$ cat config.mk
export PLATFORM = sky130hd
export DESIGN_NAME = tribus_rr_arbiter
export DESIGN_NICKNAME = d
export VERILOG_FILES = /design/src/rtl/tribus_pkg.sv /design/src/rtl/tribus_rr_pick.sv /design/src/rtl/tribus_rr_arbiter.sv
export SDC_FILE = /design/constraint.sdc
export NUM_CORES = 1
export LEC_CHECK = 0
export CORE_ASPECT_RATIO = 0.75
export CORE_UTILIZATION = 51
export DETAILED_ROUTE_END_ITERATION = 8
export PLACE_DENSITY = 0.78
export SLEW_MARGIN = 20
export SYNTH_ARGS = -nofsm -noshare
export SYNTH_HDL_FRONTEND = slang
export SYNTH_SLANG_ARGS = --single-unit
$ cat constraint.sdc
create_clock -name clk -period 2.4 [get_ports clk]
set_input_delay 0.48 -clock clk [delete_from_list [all_inputs] [get_ports clk]]
set_output_delay 0.48 -clock clk [all_outputs]
set_load 0.05 [all_outputs]
$ cat src/rtl/tribus_pkg.sv
// Shared types and helpers for the tri-state bus round-robin arbiter.
// Holds the arbiter state encoding and the wrap-around round-robin pick.
package tribus_pkg;

    localparam int MAX_N    = 16;
    localparam int MAX_TURN = 7;
    localparam int MAX_IDW  = $clog2(MAX_N);

    typedef enum logic [1:0] {ARB_IDLE, ARB_OWN, ARB_TURN} arb_state_t;

    typedef struct packed {
        logic               found;
        logic [MAX_IDW-1:0] idx;
    } pick_t;

    // Bits above the real requester count are zero, so wrapping modulo
    // MAX_N visits the live requesters in the same order as modulo N.
    function automatic pick_t rr_pick(input logic [MAX_N-1:0]   req,
                                      input logic [MAX_IDW-1:0] ptr);
        logic [MAX_N-1:0] rot;
        pick_t            p;
        rot = MAX_N'({req, req} >> ptr);
        p   = '0;
        for (int i = MAX_N - 1; i >= 0; i--) begin
            if (rot[i]) begin
                p.found = 1'b1;
                p.idx   = ptr + MAX_IDW'(i);
            end
        end
        return p;
    endfunction

endpackage

$ cat src/rtl/tribus_rr_pick.sv
// Round-robin winner select: rotate by pointer, priority-encode, unrotate.
// Latency: combinational. Backpressure: none, pure function of req and ptr.
// Requesters at or after ptr win first, wrapping modulo N.
module tribus_rr_pick #(
    parameter  int N   = 4,
    localparam int IDW = $clog2(N)
) (
    input  logic [N-1:0]   req,
    input  logic [IDW-1:0] ptr,
    output logic           found,
    output logic [IDW-1:0] winner
);
    import tribus_pkg::*;

    logic [MAX_N-1:0]   req_ext;
    logic [MAX_IDW-1:0] ptr_ext;
    pick_t              pick;
    logic               unused_idx;

    always_comb begin
        req_ext          = '0;
        req_ext[N-1:0]   = req;
        ptr_ext          = '0;
        ptr_ext[IDW-1:0] = ptr;
    end

    assign pick       = rr_pick(req_ext, ptr_ext);
    assign found      = pick.found;
    assign winner     = pick.idx[IDW-1:0];
    assign unused_idx = ^pick.idx;

endmodule

$ cat src/rtl/tribus_rr_arbiter.sv
// Round-robin owner sequencer for a shared tri/wand/trior net with Z-parked turnaround.
// Latency: req -> grant/oe 1 cycle; TURN_CYCLES parked cycles between owners.
// Backpressure: none; requesters hold req until served. Macro TRIBUS_ARB_LOCK_EN adds lock[].
module tribus_rr_arbiter #(
    parameter  int N           = 4,
    parameter  int MAX_HOLD    = 8,
    parameter  int TURN_CYCLES = 1,
    localparam int IDW         = $clog2(N)
) (
    input  logic           clk,
    input  logic           rst_n,
    input  logic [N-1:0]   req,
    input  logic [N-1:0]   last,
`ifdef TRIBUS_ARB_LOCK_EN
    input  logic [N-1:0]   lock,
`endif
    output logic [N-1:0]   grant,
    output logic [N-1:0]   oe,
    output logic [IDW-1:0] owner_id,
    output logic           busy,
    output logic           turnaround
);
    import tribus_pkg::*;

    if (N < 2 || N > MAX_N) begin : g_bad_n
        $error("tribus_rr_arbiter: N must be in 2..%0d", MAX_N);
    end
    if (TURN_CYCLES < 1 || TURN_CYCLES > MAX_TURN) begin : g_bad_turn
        $error("tribus_rr_arbiter: TURN_CYCLES must be in 1..%0d", MAX_TURN);
    end
    if (MAX_HOLD < 1 || MAX_HOLD > 255) begin : g_bad_hold
        $error("tribus_rr_arbiter: MAX_HOLD must be in 1..255");
    end

    arb_state_t     state_q, state_d;
    logic [N-1:0]   grant_q, grant_d;
    logic [IDW-1:0] owner_q, owner_d;
    logic [IDW-1:0] ptr_q,   ptr_d;
    logic [7:0]     hold_q,  hold_d;
    logic [2:0]     turn_q,  turn_d;

    logic           found;
    logic [IDW-1:0] winner;
    logic [N-1:0]   win_oh;
    logic           hold_at_max;
    logic           hold_hit;
    logic           release_own;

    tribus_rr_pick #(.N(N)) u_pick (
        .req    (req),
        .ptr    (ptr_q),
        .found  (found),
        .winner (winner)
    );

    always_comb begin
        win_oh         = '0;
        win_oh[winner] = 1'b1;
    end

    assign hold_at_max = (hold_q == 8'(MAX_HOLD));

`ifdef TRIBUS_ARB_LOCK_EN
    // Once lock has carried a grant past MAX_HOLD, the limit stays waived
    // for the rest of that grant; only req drop or last end it.
    logic hold_waived_q;

    always_ff @(posedge clk or negedge rst_n) begin
        if (!rst_n) begin
            hold_waived_q <= 1'b0;
        end else if (state_q != ARB_OWN) begin
            hold_waived_q <= 1'b0;
        end else if (hold_at_max && lock[owner_q]) begin
            hold_waived_q <= 1'b1;
        end
    end

    assign hold_hit = hold_at_max && !lock[owner_q] && !hold_waived_q;
`else
    assign hold_hit = hold_at_max;
`endif

    assign release_own = !req[owner_q] || last[owner_q] || hold_hit;

    always_comb begin
        state_d = state_q;
        grant_d = grant_q;
        owner_d = owner_q;
        ptr_d   = ptr_q;
        hold_d  = hold_q;
        turn_d  = turn_q;
        case (state_q)
            ARB_IDLE: begin
                if (found) begin
                    state_d = ARB_OWN;
                    grant_d = win_oh;
                    owner_d = winner;
                    hold_d  = 8'd1;
                end
            end
            ARB_OWN: begin
                if (release_own) begin
                    state_d = ARB_TURN;
                    grant_d = '0;
                    owner_d = '0;
                    ptr_d   = (owner_q == IDW'(N - 1)) ? '0 : owner_q + IDW'(1);
                    hold_d  = '0;
                    turn_d  = 3'd1;
                end else if (!hold_at_max) begin
                    hold_d = hold_q + 8'd1;
                end
            end
            ARB_TURN: begin
                if (turn_q == 3'(TURN_CYCLES)) begin
                    turn_d = '0;
                    if (found) begin
                        state_d = ARB_OWN;
                        grant_d = win_oh;
                        owner_d = winner;
                        hold_d  = 8'd1;
                    end else begin
                        state_d = ARB_IDLE;
                    end
                end else begin
                    turn_d = turn_q + 3'd1;
                end
            end
            default: state_d = ARB_IDLE;
        endcase
    end

    always_ff @(posedge clk or negedge rst_n) begin
        if (!rst_n) begin
            state_q <= ARB_IDLE;
            grant_q <= '0;
            owner_q <= '0;
            ptr_q   <= '0;
            hold_q  <= '0;
            turn_q  <= '0;
        end else begin
            state_q <= state_d;
            grant_q <= grant_d;
            owner_q <= owner_d;
            ptr_q   <= ptr_d;
            hold_q  <= hold_d;
            turn_q  <= turn_d;
        end
    end

    assign grant      = grant_q;
    assign oe         = grant_q;
    assign owner_id   = owner_q;
    assign busy       = |grant_q;
    assign turnaround = (state_q == ARB_TURN);

endmodule

* After elaboration in Yosys (flattened, before gate mapping)
Index checks and enable logic that the tools add are counted.
** Operators by class
- Eq/ne operators :: 9
- Multiplexer cells :: 44
- Shifts and indexed selects :: 1
- Magnitude comparators :: 3
- Reduce and logical (&&, ||, !) cells :: 13
- Add/subtract/negate cells :: 18
** Operators with widths (count)
- two-way mux 5 bit :: 16
- two-way mux 8 bit :: 4
- one-hot mux 8 bit (3 select lines) :: 1
- >> shifter 20 x 2 -> 16 bit :: 1
- adder 2 x 3 -> 4 bit (second input constant) :: 4
- adder 2 x 4 -> 4 bit (second input constant) :: 4
- two-way mux 2 bit :: 7
- two-way mux 4 bit :: 3
- one-hot mux 2 bit (3 select lines) :: 2
- one-hot mux 4 bit (3 select lines) :: 1
- AND reduction 3 bit :: 3
- adder 3 x 3 -> 4 bit (second input constant) :: 2
- adder 8 x 1 -> 8 bit (second input constant) :: 1
- == test 8 x 4 -> 1 bit (second input constant) :: 1
- adder 2 x 2 -> 3 bit (second input constant) :: 2
- less-than comparator 2 x 3 -> 1 bit (second input constant) :: 2
- two-way mux 3 bit :: 2
- one-hot mux 3 bit (2 select lines) :: 1
- adder 3 x 1 -> 4 bit (second input constant) :: 1
- adder 3 x 2 -> 4 bit (second input constant) :: 1
- binary-select mux 1 bit (select 2 bit) :: 2
- == test 2 bit (second input constant) :: 2
- two-way mux 1 bit :: 4
- inequality test 2 x 1 -> 1 bit (second input constant) :: 2
- 17 further kinds :: 19
** Storage, ports and cells
- Bits of input ports :: 10
- Logic and storage cells :: 94
- Output and inout bits :: 12
- Bits in registers :: 21

* Logic depth before layout (Yosys ltp)
Gate-level depths: netlist of run 1.
- Depth in word-level cells :: 24
- Gate-level depth with buffers :: 6
- Mapped depth without buffers :: 6

* Cells and area by module
From an unflattened synthesis of run 1, not the netlist that was laid out.
** Unflattened totals
- Cell total of the unflattened synthesis :: 126
- Area, all modules :: 1243.7 sq um
** By module, submodules not included
- tribus_rr_arbiter :: area each 1169.9 sq um, times used 1, cells an instance 114, seq. area each 525.5 sq um
- tribus_rr_pick :: area each 73.8 sq um, times used 1, cells an instance 12, seq. area each 0.0 sq um

* Least setup slack after synthesis of run 1
No wires, ideal clock.
- Kind :: register to register
- From :: register owner_q[1] (netlist: owner_id[1])
- To :: register ptr_q[0]
- Setup slack :: 0.350 ns
- Path buffers :: 0
- Required time :: 2.275 ns
- Cell stages (with the launch flop) :: 4
- Setup time :: 0.125 ns
- Clock period less this slack :: 2.050 ns
- Arrival time :: 1.926 ns
- Path through :: dfrtp_1 > mux4_2 > o21ai_1 > mux2_2
** On the way
- Longest elaborated chain between the ends :: 6
- Elaborated cells between the ends (all ways) :: 10
- Classes of those cells :: eq/ne (1); mux (5); reduce/logical (4)
** Ends and longest elaborated chain
- start: declaration :: line tribus_rr_arbiter.sv:37 : logic [IDW-1:0] owner_q, owner_d;
- start signal: assignment :: line tribus_rr_arbiter.sv:143 : owner_q <= owner_d;
- binary-select mux 1 bit (select 2 bit) :: line tribus_rr_arbiter.sv:83 : assign release_own = !req[owner_q] || last[owner_q] || hold_hit;
- two-way mux 1 bit (not written as such) :: line tribus_rr_arbiter.sv:83
- zero test 1 bit :: line tribus_rr_arbiter.sv:83
- logical OR 1 bit (2 in a row) :: line tribus_rr_arbiter.sv:83
- AND reduction 2 bit (no source line)
- end signal: assignment :: line tribus_rr_arbiter.sv:144 : ptr_q <= ptr_d;
- end: declaration :: line tribus_rr_arbiter.sv:38 : logic [IDW-1:0] ptr_q, ptr_d;
Several ways; a longest one is shown, not always the timed one. The select of a mux whose other input is x is not followed.
A chain may end at the register's enable or synchronous reset.

* Final worst setup path of run 1
- From :: register grant_q[1] (netlist: grant[1])
- To :: output busy
** On the way
- Longest elaborated chain between the ends :: 1
** Ends and longest elaborated chain
- start: declaration :: line tribus_rr_arbiter.sv:36 : logic [N-1:0] grant_q, grant_d;
- start signal: assignment :: line tribus_rr_arbiter.sv:142 : grant_q <= grant_d;
- OR reduction 4 bit :: line tribus_rr_arbiter.sv:153 : assign busy = |grant_q;
- end: declaration :: line tribus_rr_arbiter.sv:20 : output logic busy,
Every way passes these cells.

==> impl_metrics.yaml, run 1 <==
logic_synthesis:
  ys_seq_area_share_pct: 42.68
  synth_top_cell_area_share_pct: 42.68
  yosysWarnings: 0
  async_reset_ff_share_pct: 100.0
  synth_edf_count: 0
  synth_flop_cell: "dfrtp_1"
  syn_area_per_cell_sq_um: 10.18
  ys_types: 47
  yosys-top-cells-area: "dfrtp_1 43%, a22o_1 3.6%, ha_1 3.0%"
  yosysMostFrequentCell: "dfrtp_1"
  synthTopCellsByCount: "21 x dfrtp_1, 9 x nand2_1, 9 x nor2_1"
  yosys.area.top_type: "dfrtp_1"
  synth-seq-cells: 21
  syn_inst: 121
  synth_area_sq_um: 1231
  syn_nets: 134
cells_and_area:
  fin_cells: 180
  design_area_sq_um: 1523
  layout-drive-gt1-share_pct: 12.33
  antenna_cells: 0
  nets: 160
  syn_to_final_growth_pct: 23.68
  fin_util_pct: 66.50
pwr:
  clkPwrFrac_pct: 8.7
  leakagePower_nw: 0.6493
  swShare_pct: 49.45
  p_comb_share_pct: 61.3
  pwr-share-seq_pct: 30.0
  total_power_mw: 1.953
  p_int_mw: 0.9872
  peakVddDrop_v: 0.0008900
  power.density_nw_per_um2: 1283
  p_sw_mw: 0.9658
sta:
  slew_headroom_pct: 66.52
  finalSetupTns_ps: 0
  skew_ps: 1.389
  hold_viol_final: 0
  slew_violations: 0
  rsz0062_at_grt: "no"
  post-route-period-util_pct: 91.75
  setup_viol: 0
  fmax_ghz: 0.4541
  holdWs_ps: 501.0
  fin_crit_ps: 2202
  layout_setup_ws_ps: 198.0
  worst_pin_slew_ps: 500.7
worst_setup_path:
  worstSetupPathDepth: 2
  crit_path_start_kind: "register"
  worst-path-max-fanout: 4
  worst_r2r_path_depth: 4
  slowest_stage: "or4_1"
  path_delay_family: "simple AND/OR/NAND/NOR gates"
  crit_path_end_kind: "output port"
  crit_path_max_incr_delay_ps: 550
  cp.required_ps: 1920
  path_class: "reg2out"
  cp.buffers_inverters: 1
  crit_chain: "or4_1 > dlygate4sd2_1"
  worstPathArrival_ps: 1720
clock_network:
  cts_tree: "yes"
  clk_pin_slew_ps: 110
  h-tree-depth: 1
  clk_latency_ps: 300
  clockBufferDepth: 2
  numClockSinks: 21
  cts_root_buffer: "clkbuf_4"
  cts_buffers: 3
  postCtsSetupBuffers: 0
place:
  routabilityCongestion: 0.8403
  dp_slack_ps: 49.65
  io_buffers: 21
  dp_hpwl_mm: 2.138
  place_area_sq_um: 1498
  dp_cells: 176
detailed_routing:
  drtIter0Drc: 26
  wl_mm: 2.782
  drt_drc_violations_left: 0
  vias: 1049
  ant_nets: 0
  wire_per_inst_microns: 15.46
  avgViaCountPerCell: 5.828
  firstDrtPassIters: 4
global_route:
  grtUsageTotal_pct: 23.90
  overflow: 0
  grt_antenna_before_repair: 0
  grt_pass1_vias: 1017
  grt_pass1_wl_mm: 4.657
  grt_start_max_net_pins: 22
die:
  initial_core_util_pct: 53.77
  ioPinCount: 22
  rows: 15
  die_w_microns: 58.74
  coreArea_sq_um: 2290
  die-area_sq_um: 2617
  die_h_microns: 44.55
flow_run:
  cap_violations: 0
hold_path:
  hold_class: "in2async"
outcome:
  status: "finished, final reports clean"
==> cell usage in the layout (no fill, tap or decap), drive strengths merged, types with 3 or more instances in the layout <==
| cell type | synthesis | routed |
|---|---|---|
| o32ai | 3 | 3 |
| a21o | 3 | 3 |
| nand2 | 9 | 9 |
| ha | 3 | 3 |
| clkdlybuf4s50 | 0 | 20 |
| nand3 | 4 | 4 |
| clkbuf | 3 | 4 |
| nand2b | 6 | 6 |
| o21ai | 3 | 3 |
| a22o | 5 | 5 |
| nor2b | 3 | 3 |
| nor3 | 6 | 6 |
| dfrtp | 21 | 21 |
| nor2 | 10 | 10 |
| buf | 5 | 8 |
==> power by group through the flow <==
| stage | Sequential (mW) | Clock, mW | Combinational, mW |
|---|---|---|---|
| final | 0.586 | 0.170 | 1.20 |
| after global routing | 0.604 | 0.187 | 1.27 |
| after CTS | 0.585 | 0.171 | 1.20 |
| after detailed placement | 0.591 | 0 | 1.20 |
| after global placement | 0.579 | 0 | 1.16 |
| after floorplan | 0.703 | 0 | 0.716 |
==> layout make-up <==
cell class | count | area (sq um)
repair buffers | 29 | 269.0
inverters | 2 | 7.507
clock buffers | 4 | 26.28
well taps | 34 | 42.54
multi-input cells | 90 | 651.9
fillers | 192 | 767.0
flip-flops and latches | 21 | 525.5
==> path summary, 6_finish.rpt <==
check,start,endpoint,slack (ps)
max,grant[1],busy,200
min,rst_n,hold_q[6],500
max reg2reg,hold_q[4],hold_q[6],300
min reg2reg,hold_q[7],hold_q[7],560
max in group asynchronous,rst_n,hold_q[3],1690
min in group clk,hold_q[7],hold_q[7],560
==> metal layers <==
| metal | vias to the layer above | wire length [microns] | GRT usage, % |
|---|---|---|---|
| li1 | 504 | - | - |
| met1 | 514 | 1315 | 32.66 |
| met2 | 29 | 1327 | 38.86 |
| met3 | 2 | 114 | 5.848 |
| met4 | 0 | 24 | 4.762 |
| met5 | - | 0 | 0 |
==> flip-flops by register name, summed over array words and instances (netlist names) <==
register	cells
grant	4
owner_id	2
hold_q	8
state_q	2
turn_q	3
ptr_q	2
==> timing repair <==
action	4_1_cts	5_1_grt
resized for setup	1	0
endpoints found under the setup margin	1	0
hold buffers	0	0
==> cells by family (layout without fill, tap and decap cells) <==
kind of cell / Yosys count / in the layout / synth area share (%)
buffers and inverters: 10 / 35 / 4.370
flip-flops: 21 / 21 / 42.68
XOR/XNOR: 1 / 1 / 0.7115
multiplexers: 3 / 3 / 3.658
AO/OA/AOI/OAI: 32 / 32 / 22.56
AND/OR/NAND/NOR: 51 / 51 / 22.97
adder cells (fa/ha/maj): 3 / 3 / 3.049
Note: power is estimated with default switching activity, not from simulation.
==> inputs of run 2 (changes only) <==
--- a/config.mk
+++ b/config.mk
@@ -7,6 +7,7 @@
 export LEC_CHECK = 0
 export CORE_ASPECT_RATIO = 0.75
 export CORE_UTILIZATION = 51
+export CTS_CLUSTER_SIZE = 24
 export DETAILED_ROUTE_END_ITERATION = 8
 export PLACE_DENSITY = 0.78
 export SLEW_MARGIN = 20
==> constraint.sdc (replaced) <==
create_clock -name clk -period 2.4 [get_ports clk]
set_input_delay 0.72 -clock clk [delete_from_list [all_inputs] [get_ports clk]]
set_output_delay 0.72 -clock clk [all_outputs]
set_load 0.05 [all_outputs]
==> impl_metrics.yaml, run 2 (same netlist as run 1, synthesis figures left out) <==
detailed_routing:
  firstDrtPassIters: 4
  ant_nets: 0
  avgViaCountPerCell: 5.897
  wire_per_inst_microns: 16.01
  wl_mm: 2.946
  drt_drc_violations_left: 0
  vias: 1085
  drtIter0Drc: 74
pwr:
  total_power_mw: 1.983
  pwr-share-seq_pct: 29.5
  p_sw_mw: 0.9820
  swShare_pct: 49.53
  p_int_mw: 1.001
  p_comb_share_pct: 61.6
  leakagePower_nw: 0.6697
  peakVddDrop_v: 0.001207
  power.density_nw_per_um2: 1280
  clkPwrFrac_pct: 8.9
cells_and_area:
  final_cell_mix: "21 x dfrtp_1, 19 x clkdlybuf4s50_1, 14 x buf_4"
  largest_reg_flops: 8
  design_area_sq_um: 1549
  antenna_cells: 0
  layout-drive-gt1-share_pct: 16.00
  layout_commonest_cell: "dfrtp_1"
  nets: 164
  syn_to_final_growth_pct: 25.81
  fin_util_pct: 67.65
  n_fill_cell: 185
  largest-register: "hold_q"
global_route:
  grtUsageTotal_pct: 25.85
  grt_pass1_wl_mm: 4.878
  overflow: 0
  grt_pass1_vias: 1041
  grt_antenna_before_repair: 0
  grt_start_max_net_pins: 22
clock_network:
  numClockSinks: 21
  cts-hold-fix-buffers: 0
  clk_pin_slew_ps: 120
  clk_latency_ps: 320
  h-tree-depth: 1
  cts_root_buffer: "clkbuf_4"
  cts_buffers: 3
  cts_tree: "yes"
  cts_resized: 0
  postCtsSetupBuffers: 0
  clockBufferDepth: 2
place:
  dp_hpwl_mm: 2.253
  place_area_sq_um: 1523
  routabilityCongestion: 0.9091
  io_buffers: 21
worst_setup_path:
  crit_path_max_incr_delay_ps: 850
  crit_path_end_kind: "output port"
  worst-path-max-fanout: 5
  path_delay_family: "buffers and inverters"
  crit_path_start_kind: "register"
  worstPathArrival_ps: 1630
  cp.required_ps: 1680
  slowest_stage: "clkdlybuf4s50_1"
  crit_chain: "clkdlybuf4s50_1"
  cp.buffers_inverters: 1
  path_class: "reg2out"
sta:
  setup_viol: 0
  rsz0062_at_grt: "no"
  fin_crit_ps: 2349
  holdWs_ps: 546.8
  slew_headroom_pct: 65.56
  post-route-period-util_pct: 97.88
  hold_viol_final: 0
  finalSetupTns_ps: 0
  slew_violations: 0
  worst_pin_slew_ps: 515.0
  fmax_ghz: 0.4257
  skew_ps: 10.50
die:
  initial_core_util_pct: 53.77
  coreArea_sq_um: 2290
  die-area_sq_um: 2617
  die_h_microns: 44.55
  ioPinCount: 22
  die_w_microns: 58.74
  rows: 15
outcome:
  status: "finished, final reports clean"
hold_path:
  hold_class: "reg2reg"
flow_run:
  cap_violations: 0
## run 2: cell count changes in the layout (fill, tap and decap cells not counted)
| cell | delta |
|---|---|
| buf_4 | +6 |
| clkdlybuf4s50_1 | -1 |
| dlygate4sd2_1 | -1 |
## run 2: power groups by stage
stage / logic (mW) / registers (mW) / clock network, mW
global placement: 1.18 / 0.583 / 0
CTS: 1.22 / 0.585 / 0.176
floorplan: 0.716 / 0.703 / 0
global route: 1.29 / 0.605 / 0.189
detailed placement: 1.21 / 0.590 / 0
finish: 1.22 / 0.586 / 0.176
## run 2: per-layer routing
metal  vias up  share of wire [%]  GRT usage (%)
li1        514                  -              -
met1       538                 47          33.64
met2        27                 46          41.36
met3         6                5.1          6.433
met4         0                1.7          10.95
met5         -                  0              0
## run 2: through the flow
step / std cells / setup WS [ps]
floorplan: 121 / 283.1
global placement: 180 / -109.7
detailed placement: 180 / -173.2
CTS: 184 / 56.60
global route: 184 / 16.86
finish: 184 / 50.98
## run 2: worst paths after layout
| path | start | endpoint | slack [ps] | cells past startpoint |
|---|---|---|---|---|
| min in group asynchronous | rst_n | hold_q[6] | 730 | 2 |
| hold reg to reg | hold_q[7] | hold_q[7] | 550 | 1 |
| hold / removal | hold_q[7] | hold_q[7] | 550 | 1 |
| max in group asynchronous | rst_n | turn_q[1] | 1440 | 2 |
| setup / recovery | owner_id[0] | owner_id[0] | 50 | 1 |
| setup reg to reg | hold_q[5] | owner_id[1] | 320 | 4 |
## run 2: final cells by class
type | count | area (sq um) | area share (%)
clock buffers | 4 | 26.28 | 1.696
repair buffers | 33 | 295.3 | 19.06
flip-flops and latches | 21 | 525.5 | 33.93
inverters | 2 | 7.507 | 0.4847
well taps | 34 | 42.54 | 2.746
multi-input cells | 90 | 651.9 | 42.08
## run 2: worst register-to-register path, stage by stage, from the launching register on
cell     delay [ps]
dfrtp_1         440
or4_4           570
o31ai_4         470
o22ai_2         220
a22o_1          270
